--- config.mk ---
export PLATFORM = sky130hd
export DESIGN_NAME = mac_accum
export DESIGN_NICKNAME = d
export VERILOG_FILES = /design/src/rtl/mac_pkg.sv /design/src/rtl/sat_add.sv /design/src/rtl/mac_accum.sv
export SDC_FILE = /design/constraint.sdc
export NUM_CORES = 1
export LEC_CHECK = 0
export BUFFER_PORTS_ARGS = -buffer_cell sky130_fd_sc_hd__buf_2
export CAP_MARGIN = 10
export CORE_AREA = 10 10 151 97
export DETAILED_ROUTE_END_ITERATION = 6
export DIE_AREA = 0 0 161 107
export MAX_ROUTING_LAYER = met4
export PLACE_DENSITY_LB_ADDON = 0.08
export SLEW_MARGIN = 20
export SYNTH_ARGS = -nofsm -noshare
export SYNTH_HDL_FRONTEND = slang
export SYNTH_HIERARCHICAL = 1
export SYNTH_SLANG_ARGS = --single-unit
--- constraint.sdc ---
create_clock -name clk -period 2.1 [get_ports clk]
set_input_delay 0.315 -clock clk [delete_from_list [all_inputs] [get_ports clk]]
set_output_delay 0.315 -clock clk [all_outputs]
set_load 0.01 [all_outputs]
--- src/rtl/mac_pkg.sv ---
// Shared types and default sizing for the MAC accumulator.
package mac_pkg;

    typedef enum logic [1:0] {
        IDLE,
        ACCUM,
        HOLD
    } state_e;

    localparam int unsigned ACC_W_DEF   = 40;
    localparam int unsigned N_TERMS_DEF = 16;
    localparam int unsigned PROD_W      = 32;

endpackage

--- src/rtl/sat_add.sv ---
// Accumulator adder with carry-out; clamps to all-ones on carry when MAC_ACCUM_SAT_EN is defined,
// otherwise wraps modulo 2^ACC_W.
module sat_add import mac_pkg::*; #(
    parameter int unsigned ACC_W = ACC_W_DEF
) (
    input  logic [ACC_W-1:0]  a_i,
    input  logic [PROD_W-1:0] b_i,
    output logic [ACC_W-1:0]  sum_o,
    output logic              carry_o
);

    logic [ACC_W:0] full;

    always_comb begin
        full    = {1'b0, a_i} + {{(ACC_W + 1 - PROD_W){1'b0}}, b_i};
        carry_o = full[ACC_W];
`ifdef MAC_ACCUM_SAT_EN
        sum_o   = carry_o ? {ACC_W{1'b1}} : full[ACC_W-1:0];
`else
        sum_o   = full[ACC_W-1:0];
`endif
    end

endmodule

--- src/rtl/mac_accum.sv ---
// Accumulates N_TERMS unsigned 32-bit products, then holds the sum until the consumer takes it.
// Optional saturation on overflow via MAC_ACCUM_SAT_EN (see sat_add).
module mac_accum import mac_pkg::*; #(
    parameter  int unsigned N_TERMS = N_TERMS_DEF,
    parameter  int unsigned ACC_W   = ACC_W_DEF,
    localparam int unsigned CNT_W   = $clog2(N_TERMS + 1)
) (
    input  logic              clk,
    input  logic              rst,
    input  logic              start,
    input  logic [PROD_W-1:0] prod,
    input  logic              prod_valid,
    output logic              prod_ready,
    output logic [ACC_W-1:0]  acc,
    output logic              acc_valid,
    input  logic              acc_ready,
    output logic [CNT_W-1:0]  count,
    output logic              busy,
    output logic              ovf
);

    localparam logic [CNT_W-1:0] LastCnt = CNT_W'(N_TERMS);

    state_e           state_q, state_d;
    logic [ACC_W-1:0] acc_q, acc_d;
    logic [CNT_W-1:0] count_q, count_d, count_inc;
    logic             ovf_q, ovf_d;
    logic             prod_ready_q, prod_ready_d;
    logic             acc_valid_q, acc_valid_d;
    logic [ACC_W-1:0] sum;
    logic             carry;

    sat_add #(
        .ACC_W (ACC_W)
    ) u_sat_add (
        .a_i     (acc_q),
        .b_i     (prod),
        .sum_o   (sum),
        .carry_o (carry)
    );

    assign count_inc = count_q + 1'b1;

    always_comb begin
        state_d = state_q;
        acc_d   = acc_q;
        count_d = count_q;
        ovf_d   = ovf_q;
        case (state_q)
            IDLE: begin
                if (start) begin
                    state_d = ACCUM;
                    acc_d   = '0;
                    count_d = '0;
                    ovf_d   = 1'b0;
                end
            end
            ACCUM: begin
                if (prod_valid) begin
                    acc_d   = sum;
                    count_d = count_inc;
                    ovf_d   = ovf_q | carry;
                    if (count_inc == LastCnt) begin
                        state_d = HOLD;
                    end
                end
            end
            HOLD: begin
                // Back-to-back restart skips IDLE entirely.
                if (acc_ready) begin
                    if (start) begin
                        state_d = ACCUM;
                        acc_d   = '0;
                        count_d = '0;
                        ovf_d   = 1'b0;
                    end else begin
                        state_d = IDLE;
                    end
                end
            end
            default: state_d = IDLE;
        endcase
        prod_ready_d = (state_d == ACCUM);
        acc_valid_d  = (state_d == HOLD);
    end

    always_ff @(posedge clk) begin
        if (rst) begin
            state_q      <= IDLE;
            acc_q        <= '0;
            count_q      <= '0;
            ovf_q        <= 1'b0;
            prod_ready_q <= 1'b0;
            acc_valid_q  <= 1'b0;
        end else begin
            state_q      <= state_d;
            acc_q        <= acc_d;
            count_q      <= count_d;
            ovf_q        <= ovf_d;
            prod_ready_q <= prod_ready_d;
            acc_valid_q  <= acc_valid_d;
        end
    end

    assign prod_ready = prod_ready_q;
    assign acc_valid  = acc_valid_q;
    assign acc        = acc_q;
    assign count      = count_q;
    assign ovf        = ovf_q;
    assign busy       = (state_q != IDLE);

endmodule
### Yosys cells after proc, flatten, opt, wreduce, memory -nomap -nowiden

Cells that the tools add are included.

| operators by class | value |
|---|---|
| $add $sub $neg | 2 |
| eq/ne operators | 7 |
| mux-type cells | 18 |
| bitwise gates (word level) | 1 |
| reduce and logical (&&, ||, !) cells | 4 |

Operators with widths:

| cell | count |
|---|---|
| 40-bit two-way mux | 3 |
| 40-bit case mux with 3 select lines | 1 |
| 40-bit by 32-bit adder with 41-bit output | 1 |
| 5-bit two-way mux | 3 |
| 5-bit case mux with 3 select lines | 1 |
| 2-bit two-way mux | 4 |
| 2-bit case mux with 3 select lines | 1 |
| 5-bit by 1-bit adder with 5-bit output, second input constant | 1 |
| 5-bit == test, second input constant | 1 |
| 2-bit by 1-bit == test with 1-bit output, second input constant | 2 |
| 2-bit == test, second input constant | 2 |
| 1-bit two-way mux | 4 |
| 2-bit inequality test, second input constant | 2 |
| 1-bit case mux with 3 select lines | 1 |
| 3-bit AND reduction | 1 |
| 3-bit nonzero test | 1 |
| 2-bit zero test | 1 |
| 2-bit nonzero test | 1 |
| 1-bit bitwise OR | 1 |

| storage, ports and cells | value |
|---|---|
| bits in registers | 50 |
| input bits | 37 |

### Longest topological paths before layout

Gate-level depths: netlist of run 1.

| depth | value |
|---|---|
| word-level depth | 6 |
| gate-level depth with buffers | 10 |

### Modules after synthesis

Netlist of run 1, hierarchy kept.

By module, submodules not included:

| module | instances | cells each | area an instance (um2) | seq. area each (um2) |
|---|---|---|---|---|
| sat_add | 1 | 342 | 2,376.0 | 0.0 |
| mac_accum | 1 | 141 | 1,736.7 | 1,001.0 |

### Worst setup path before layout of run 1

Ideal clock, no wire load.

| path | value |
|---|---|
| path type | register to register |
| from | register acc_q[1], in the netlist acc[1] |
| to | register acc_q[37], in the netlist acc[37] |
| setup time | 0.117 ns |
| data arrival time | 2.120 ns |
| required time | 1.983 ns |
| setup slack | -0.138 ns |
| cell stages (with the launch flop) | 9 |
| path buffers | 0 |
| clock period less this slack | 2.238 ns |
| cell sequence | dfxtp_1 -> ha_1 -> a211oi_4 -> o21bai_2 -> o211a_1 -> o211a_1 -> o2111ai_1 -> o311ai_1 -> a22o_2 |

| on the way | value |
|---|---|
| longest elaborated chain between the ends | 3 |

Ends and longest elaborated chain:

| element | RTL line | text |
|---|---|---|
| from (decl) | mac_accum.sv:25 | `logic [ACC_W-1:0] acc_q, acc_d;` |
| from (signal assigned) | mac_accum.sv:90 | `acc_q <= '0;` |
| from (signal assigned) | mac_accum.sv:97 | `acc_q <= acc_d;` |
| 40-bit by 32-bit adder with 41-bit output | sat_add.sv:15 | `full = {1'b0, a_i} + {{(ACC_W + 1 - PROD_W){1'b0}}, b_i};` |
| via sum[37] | mac_accum.sv:30 | `logic [ACC_W-1:0] sum;` |
| 40-bit two-way mux | mac_accum.sv:59 | `if (prod_valid) begin` |
| 40-bit case mux with 3 select lines | mac_accum.sv:49 | `case (state_q)` |

The timed path passes the listed nets, and every way through them passes these cells. The select of a mux whose other input is x is not followed.
A chain may end at the register's enable or synchronous reset.

### Worst setup path in the final report of run 1

| path | value |
|---|---|
| from | register acc_q[6], in the netlist acc[6] |
| to | register acc_q[29], in the netlist acc[29] |

The elaborated chain is that of the path after synthesis.

==> impl_metrics.env, run 1 <==
export IMPL_status="finished, violations left"
export IMPL_violations="setup timing"
export IMPL_synthFlopType="dfxtp_1"
export IMPL_synthesis_nets=554
export IMPL_dieArea_um2=17200
export IMPL_vdd_ir_drop_max_v=0.000334
export IMPL_via_count=4642
export IMPL_rsz0062_at_grt="true"
export IMPL_gr_usage_met3=0.0401
export IMPL_yosysTopAreaCellShare=0.243
export IMPL_wl_per_cell_um=17.7
export IMPL_syn_inst=483
export IMPL_clockBufferDepth=2
export IMPL_synth_compound_area_frac=0.358
export IMPL_ys_ff_latch=50
export IMPL_yosysMostFrequentCell="dfxtp_1"
export IMPL_core_area_um2=11900
export IMPL_p_leak_uw=0.00306
export IMPL_fin_ws_ns=-0.230
export IMPL_busiest_layer="met1"
export IMPL_maxCapViolations=0
export IMPL_drive_above_1_share=0.602
export IMPL_finClkSkew_ns=0.00594
export IMPL_fp_dieW_um=161
export IMPL_clock_latency_ns=0.29
export IMPL_cts_tree="yes"
export IMPL_grt_use_total=0.175
export IMPL_relSlewSlack=0.676
export IMPL_powerDensity_nw_per_um2=414
export IMPL_cts_buffers=5
export IMPL_grtUsageMet1=0.253
export IMPL_place_hpwl_mm=11.3
export IMPL_cp_cell_sequence="ha_4 -> a21o_1 -> a221o_1 -> o211ai_1 -> buf_4 -> a31oi_4 -> o2111ai_2 -> nand3_1 -> a22o_2"
export IMPL_io_buffers=85
export IMPL_syn_area_per_cell_um2=8.51
export IMPL_synthArstFlopShare=0
export IMPL_synth_edf_count=0
export IMPL_cts_sinks=50
export IMPL_drt_iter0_drc=226
export IMPL_fp_dieH_um=107
export IMPL_dpl_instance_area_um2=5800
export IMPL_grt_pass1_vias=4626
export IMPL_ant_nets=0
export IMPL_min_period_ns=2.33
export IMPL_met2_usage=0.248
export IMPL_gp_congestion=0.888
export IMPL_ff_latch_area_um2=1040
export IMPL_synth_cell_type_count=73
export IMPL_hold_class="input pin to flop"
export IMPL_timing_final_crit_share=1.11
export IMPL_hold_viol=0
export IMPL_h_tree_depth=2
export IMPL_grt_overflow_total=0
export IMPL_start_util=0.347
export IMPL_fillers=1103
export IMPL_setup_viol=20
export IMPL_antenna_found_initial=0
export IMPL_yosys_area_share_xor_xnor=0.0618
export IMPL_cts_hold_buf=0
export IMPL_grt_pass1_wl_mm=24.5
export IMPL_slowest_delay_ns=0.39
export IMPL_vias_per_cell=5.35
export IMPL_cts_root_buffer="clkbuf_16"
export IMPL_syn2layout_area_growth_pct=66.4
export IMPL_insertedDiodeCount=0
export IMPL_final_nets=773
export IMPL_multi_input_area_um2=3790
export IMPL_slew_violations=0
export IMPL_ys_seq_area_frac=0.243
export IMPL_synth_area_top_cells="dfxtp_1 (24%), ha_1 (10%), a22o_2 (9.2%)"
export IMPL_synth_top_area_cell="dfxtp_1"
export IMPL_io_pins=86
export IMPL_instances_no_fill=868
export IMPL_cp_data_required_time_ns=2.29
export IMPL_synth_common_cells="dfxtp_1 (50), a21oi_1 (43), nand2_1 (41), a22o_2 (38), ha_1 (33)"
export IMPL_fin_setup_tns_ns=-1.88
export IMPL_muxShareOfSynthArea=0.00882
export IMPL_placedCellCount=837
export IMPL_clkTransAtPathRegs_ns=0.07
export IMPL_design_area_um2=6840
export IMPL_drt_pass1_iterations=5
export IMPL_grt_max_degree=44
export IMPL_crit_arrival_ns=2.52
export IMPL_wl_mm=15.4
export IMPL_yosysWarnings=6
export IMPL_yosys_area_share_simple=0.173
export IMPL_fmax_mhz=429
export IMPL_cp_slowest_cell="a221o_1"
export IMPL_crit_type="flop to flop"
export IMPL_synthAdderAreaFrac=0.105
export IMPL_synth_area_um2=4110
export IMPL_synth_top_family_by_area="compound AO/OA/AOI/OAI gates"
export IMPL_drc=0
export IMPL_endpoint_kind="flop"
export IMPL_cp_start_kind="flop"
export IMPL_crit_fanout=6
export IMPL_pre_cts_slack_ns=-0.409
export IMPL_tightest_slew_ns=0.484
export IMPL_rows=31
[worst paths after layout]
kind / from / to / slack (ns) / cells after the start
min reg2reg: acc[31] / acc[31] / 0.52 / 1
min: start / ovf / 0.29 / 2
max: acc[6] / acc[29] / -0.23 / 9
max reg2reg: acc[6] / acc[29] / -0.23 / 9
[layout by cell type (no fill, tap or decap), types with 8 or more instances in the layout]
cell type,netlist,final
xor2_1,10,9
xnor2_1,19,15
ha_4,0,27
dfxtp_1,50,30
nand4_1,8,8
nor2_1,31,27
a22o_2,38,38
o21ai_0,14,9
o21a_1,11,11
nand3_1,11,10
dfxtp_2,0,16
a21oi_2,2,10
nand2_1,41,38
buf_4,2,140
nor3_1,13,8
buf_2,9,85
inv_1,19,19
a21oi_1,43,30
a21o_1,14,14
[kinds of logic after synthesis]
kind of cell / Yosys count
AOI/OAI and AO/OA: 188
and+or+nand+nor: 138
DFF: 50
buffers and inverters: 41
adders and majority gates: 34
xor gates and xnor gates: 29
muxes: 3
[critical path, delay by kind of cell, from the launching register on]
family                     cells  cell delay [ns]
and+or+nand+nor                1             0.10
buffers and inverters          1             0.16
AOI/OAI and AO/OA              6             1.37
adders and majority gates      1             0.24
DFF                            1             0.35
[where the power goes]
| part | internal (uW) | switching, uW | total, uW |
|---|---|---|---|
| combinational | 478 | 473 | 951 |
| clock | 474 | 406 | 881 |
| sequential | 973 | 28.1 | 1000 |
[final cells by class]
type / count / share of cell area
clock buffers: 6 / 0.0203
clock inverters: 2 / 0.00183
inverters: 19 / 0.0104
multi-input cells: 392 / 0.554
flip-flops and latches: 50 / 0.151
well taps: 165 / 0.0302
repair buffers: 234 / 0.232
[metrics by stage]
stage | util | power [uW] | hold slack, ns
floorplan | - | 1460 | 0.431
global placement | 0.489 | 1790 | 0.498
detailed placement | 0.489 | 1800 | 0.500
CTS | 0.547 | 2790 | 0.276
global route | 0.577 | 2990 | 0.284
finish | 0.577 | 2830 | 0.293
[per-layer routing]
layer	share of wire	routed length [um]	vias up
li1	-	-	2282
met4	0.0048	74	0
met5	0	0	-
met1	0.52	7960	2231
met2	0.43	6540	119
met3	0.052	806	10
[registers in the layout, summed over array words and instances, names as in the netlist]
register and flops:
state_q 2, ovf 1, count 5, acc 40, prod_ready 1, acc_valid 1
[what timing repair did]
action | in CTS | in global routing
setup buffers | 13 | 14
pin swaps | 65 | 58
gates cloned | 0 | 0
gates resized for setup | 83 | 44
setup endpoints to repair | 26 | 27
endpoints found under the hold margin | 0 | 0
No activity file was read; power rests on OpenSTA's default activity.
==> run 2: changes to the inputs <==
Settings changed: CAP_MARGIN 10 to default, PLACE_DENSITY_LB_ADDON 0.08 to 0.05.
==> run 2 against run 1 <==
Flip-flop and latch count stayed put. Sequential power hardly changed. Via count is 1.4% lower. Critical path depth grew 1. The flow still finishes with violations (setup timing). Die area stayed put. Clock skew is 0.00088 ns lower. Wire length shrank 2.4%. Critical path type unchanged. Core utilization fell by 0.88 points. Power is essentially flat. Setup slack gained 0.085 ns. Register-to-register slack improved by 0.08 ns.
==> impl_metrics.env, run 2 (synthesis gave the netlist of run 1 again) <==
export IMPL_syn2layout_area_growth_pct=63.9
export IMPL_ff_latch_area_um2=1030
export IMPL_seqPwrFrac=0.353
export IMPL_grt_overflow_total=0
export IMPL_clock_latency_ns=0.30
export IMPL_cp_cell_sequence="ha_4 -> a211oi_4 -> buf_6 -> nor4_4 -> o211ai_1 -> buf_4 -> a31oi_4 -> nand4bb_1 -> nand3_1 -> a22o_2"
export IMPL_cts_sinks=50
export IMPL_cp_startpoint="acc[1]"
export IMPL_maxCapViolations=0
export IMPL_drt_iter0_drc=271
export IMPL_p_leak_uw=0.00302
export IMPL_pwr_share_clk=0.318
export IMPL_cts_root_buffer="clkbuf_16"
export IMPL_cp_start_kind="flop"
export IMPL_grt_pass1_wl_mm=24.0
export IMPL_gp_congestion=0.892
export IMPL_rsz0062_at_grt="true"
export IMPL_fmax_mhz=445
export IMPL_wl_per_cell_um=17.3
export IMPL_status="finished, violations left"
export IMPL_largest_reg_flops=40
export IMPL_final_util=0.568
export IMPL_cts_buffers=5
export IMPL_crit_type="flop to flop"
export IMPL_cp_data_required_time_ns=2.29
export IMPL_cp_slowest_cell="dfxtp_4"
export IMPL_io_pins=86
export IMPL_cts_hold_buf=0
export IMPL_fp_dieW_um=161
export IMPL_antenna_found_initial=0
export IMPL_path_delay_family="compound AO/OA/AOI/OAI gates"
export IMPL_relSlewSlack=0.705
export IMPL_tightest_slew_ns=0.441
export IMPL_instances_no_fill=865
export IMPL_grt_use_total=0.171
export IMPL_mostFrequentLayoutCell="buf_4"
export IMPL_hold_depth=2
export IMPL_final_cell_mix="buf_4 (136), buf_2 (85), nand2_1 (39)"
export IMPL_crit_arrival_ns=2.44
export IMPL_place_hpwl_mm=11.6
export IMPL_dpl_instance_area_um2=5810
export IMPL_hold_viol=0
export IMPL_crit_buf_inv=2
export IMPL_drive_above_1_share=0.587
export IMPL_powerDensity_nw_per_um2=420
export IMPL_grt_max_degree=44
export IMPL_pre_cts_slack_ns=-0.428
export IMPL_start_util=0.347
export IMPL_drc=0
export IMPL_via_count=4579
export IMPL_r2r_end="acc[29]"
export IMPL_h_tree_depth=2
export IMPL_finClkSkew_ns=0.00506
export IMPL_setup_viol=20
export IMPL_endpoint="acc[29]"
export IMPL_clkTransAtPathRegs_ns=0.07
export IMPL_fp_dieH_um=107
export IMPL_intPower_uw=1950
export IMPL_grt_pass1_vias=4677
export IMPL_slowest_delay_ns=0.37
export IMPL_hold_class="input pin to flop"
export IMPL_vias_per_cell=5.29
export IMPL_placedCellCount=841
export IMPL_core_area_um2=11900
export IMPL_p_sw_uw=880
export IMPL_design_area_um2=6740
export IMPL_io_buffers=85
export IMPL_endpoint_kind="flop"
export IMPL_final_nets=770
export IMPL_vdd_ir_drop_max_v=0.000275
export IMPL_slew_violations=0
export IMPL_fillers=1153
export IMPL_multi_input_area_um2=3700
export IMPL_clockBufferDepth=2
export IMPL_power_frac_comb=0.329
export IMPL_rrSetupSlack_ns=-0.15
export IMPL_ant_nets=0
export IMPL_min_period_ns=2.25
export IMPL_wl_mm=15.0
export IMPL_cts_tree="yes"
export IMPL_violations="setup timing"
export IMPL_fin_ws_ns=-0.145
export IMPL_crit_fanout=3
export IMPL_dieArea_um2=17200
export IMPL_swShare=0.311
export IMPL_insertedDiodeCount=0
export IMPL_timing_final_crit_share=1.07
export IMPL_rr_startpoint="acc[1]"
export IMPL_fin_setup_tns_ns=-1.73
export IMPL_drt_pass1_iterations=5
export IMPL_ff2ff_path_depth=10
export IMPL_rows=31
export IMPL_crit_cells=10
## run 2: worst min path at each step
stage            start      end  slack [ns]
4_1_cts          start      ovf        0.27
2_1_floorplan    start      ovf        0.43
6_report         start      ovf        0.28
5_1_grt          start      ovf        0.28
3_5_place_dp   acc[13]  acc[13]        0.50
3_3_place_gp   acc[31]  acc[31]        0.50
## run 2: worst reg2reg max path: cells and delay by family, from the launching register on
family	cells	cell delay, ns
buffers and inverters	2	0.28
AND/OR/NAND/NOR	3	0.55
AO/OA/AOI/OAI	4	0.67
adder cells (fa/ha/maj)	1	0.27
flip-flops	1	0.37
## run 2: power by group through the flow
stage               combinational [uW]  clock, uW  sequential, uW
floorplan                          433          0            1030
global placement                   778          0            1020
detailed placement                 785          0            1020
CTS                                875        935             998
global route                      1010        978            1000
finish                             933        899            1000
## run 2: timing repair
action                                  CTS  global route
endpoints found under the setup margin   25            28
pin swaps                                59            38
resized for setup                        73            41
buffers inserted                         10             8
## run 2: stage by stage
stage	power [uW]	hold WS [ns]
floorplan	1460	0.431
global placement	1790	0.498
detailed placement	1800	0.500
CTS	2810	0.268
global route	2990	0.276
finish	2830	0.285
## run 2: layout make-up
| type | instances | area share |
|---|---|---|
| inverter | 19 | 0.0106 |
| clock inverter | 1 | 0.00130 |
| timing repair buffer | 231 | 0.233 |
| sequential | 50 | 0.153 |
| tap | 165 | 0.0306 |
| multi-input combinational | 392 | 0.549 |
| clock buffer | 7 | 0.0227 |
## run 2: routing by layer
| layer | GRT usage | wire length [um] |
|---|---|---|
| met5 | - | 0 |
| met4 | 0.0285 | 118 |
| met3 | 0.0371 | 747 |
| met2 | 0.242 | 6140 |
| met1 | 0.245 | 8000 |
==> run 3: changes to the inputs <==
Settings changed: RECOVER_POWER from default to 100.
==> run 3 against run 2 <==
The run still ends with setup timing left. Flip-flop and latch count unchanged. Clock power rose by 0.9%. Sequential power hardly changed. Setup slack worse by 0.012 ns. Final cell count is the same. Register-to-register slack about the same. Via count about the same. First-iteration DRC count increased by 9.2%. Wire length is 0.29% higher. Die area did not move. Fmax is 0.53% lower. Combinational power fell by 1%.
==> impl_metrics.env, run 3 (synthesis gave the netlist of run 1 again) <==
export IMPL_wl_mm=15.1
export IMPL_start_util=0.347
export IMPL_via_count=4578
export IMPL_grt_pass1_wl_mm=24.0
export IMPL_place_hpwl_mm=11.6
export IMPL_p_leak_uw=0.00290
export IMPL_core_area_um2=11900
export IMPL_rsz0062_at_grt="true"
export IMPL_dieArea_um2=17200
export IMPL_slew_violations=0
export IMPL_cts_sinks=50
export IMPL_hold_class="input pin to flop"
export IMPL_fmax_mhz=443
export IMPL_vdd_ir_drop_max_v=0.000277
export IMPL_rrSetupSlack_ns=-0.16
export IMPL_mostFrequentLayoutCell="buf_4"
export IMPL_clkTransAtPathRegs_ns=0.08
export IMPL_drt_iter0_drc=296
export IMPL_status="finished, violations left"
export IMPL_powerDensity_nw_per_um2=424
export IMPL_tightest_slew_ns=0.432
export IMPL_syn2layout_area_growth_pct=62.1
export IMPL_cts_buffers=5
export IMPL_clockBufferDepth=2
export IMPL_ant_nets=0
export IMPL_antenna_found_initial=0
export IMPL_drc=0
export IMPL_gp_congestion=0.892
export IMPL_grt_overflow_total=0
export IMPL_fin_setup_tns_ns=-1.82
export IMPL_fillers=1173
export IMPL_maxCapViolations=0
export IMPL_final_nets=770
export IMPL_total_power_uw=2830
export IMPL_fp_dieW_um=161
export IMPL_io_buffers=85
export IMPL_final_cell_mix="buf_4 (127), buf_2 (63), dfxtp_1 (40)"
export IMPL_relSlewSlack=0.709
export IMPL_crit_fanout=5
export IMPL_cts_tree="yes"
export IMPL_timing_final_crit_share=1.07
export IMPL_rows=31
export IMPL_crit_type="flop to flop"
export IMPL_insertedDiodeCount=0
export IMPL_crit_arrival_ns=2.45
export IMPL_cp_start_kind="flop"
export IMPL_cp_data_required_time_ns=2.29
export IMPL_grt_max_degree=44
export IMPL_finClkSkew_ns=0.00710
export IMPL_drive_above_1_share=0.534
export IMPL_h_tree_depth=2
export IMPL_dpl_instance_area_um2=5810
export IMPL_design_area_um2=6670
export IMPL_hold_viol=0
export IMPL_drt_pass1_iterations=5
export IMPL_fp_dieH_um=107
export IMPL_endpoint_kind="flop"
export IMPL_grt_pass1_vias=4677
export IMPL_min_period_ns=2.26
export IMPL_clock_latency_ns=0.30
export IMPL_grt_use_total=0.171
export IMPL_fin_ws_ns=-0.157
export IMPL_setup_viol=20
export IMPL_vias_per_cell=5.29
export IMPL_violations="setup timing"
export IMPL_io_pins=86
export IMPL_cts_root_buffer="clkbuf_16"
export IMPL_wl_per_cell_um=17.4
export IMPL_largest_reg_flops=40
## run 3: cell count changes in the layout (fill, tap and decap cells not counted), sizes merged
cell,previous run,this run
buf,231,201
clkbuf,7,37
## run 3: worst max-delay path, stage by stage, from the launching register on
cell and delay (ns):
dfxtp_1 0.37, ha_4 0.24, a21oi_4 0.16, o21bai_1 0.07
a221o_1 0.43, o211a_4 0.32, o2111ai_2 0.19, o311ai_2 0.12
a22o_2 0.25
## run 3: final cells by class
type,count,area [um2],area share
multi-input combinational,392,3680,0.553
timing repair buffer,231,1520,0.228
sequential,50,1020,0.153
tap,165,206,0.0310
clock buffer,7,153,0.0229
inverter,19,71.3,0.0107
clock inverter,1,8.76,0.00131
## run 3: metal layers
layer / global-route usage / vias up / wire (um)
met2: 0.242 / 127 / 6140
met1: 0.245 / 2174 / 8040
li1: - / 2267 / -
met4: 0.0285 / 0 / 111
met3: 0.0371 / 10 / 760
met5: - / - / 0
## run 3: power by group
group | internal, uW | switching [uW] | total [uW]
logic | 459 | 463 | 922
registers | 972 | 25.9 | 998
clock network | 511 | 396 | 907
## run 3: path summary, 6_finish.rpt
check / start / to / cells after the start
worst max register to register: acc[12] / acc[39] / 8
worst max-delay path: acc[12] / acc[39] / 8
worst min register to register: count[4] / count[4] / 2
worst min-delay path: start / ovf / 2
## run 3: timing repair
action | CTS | global route
gates resized for setup | 73 | 41
gates cloned | 0 | 0
hold buffers | 0 | 0
setup endpoints to repair | 25 | 28
pin swaps | 59 | 38
setup buffers | 10 | 8
## run 3: through the flow
step,hold slack [ns],instances,utilization,setup slack (ns)
floorplan,0.431,483,-,-0.00294
global placement,0.498,841,0.490,-0.353
detailed placement,0.500,841,0.490,-0.428
CTS,0.268,858,0.544,-0.155
global route,0.273,865,0.562,-0.269
finish,0.273,865,0.562,-0.157
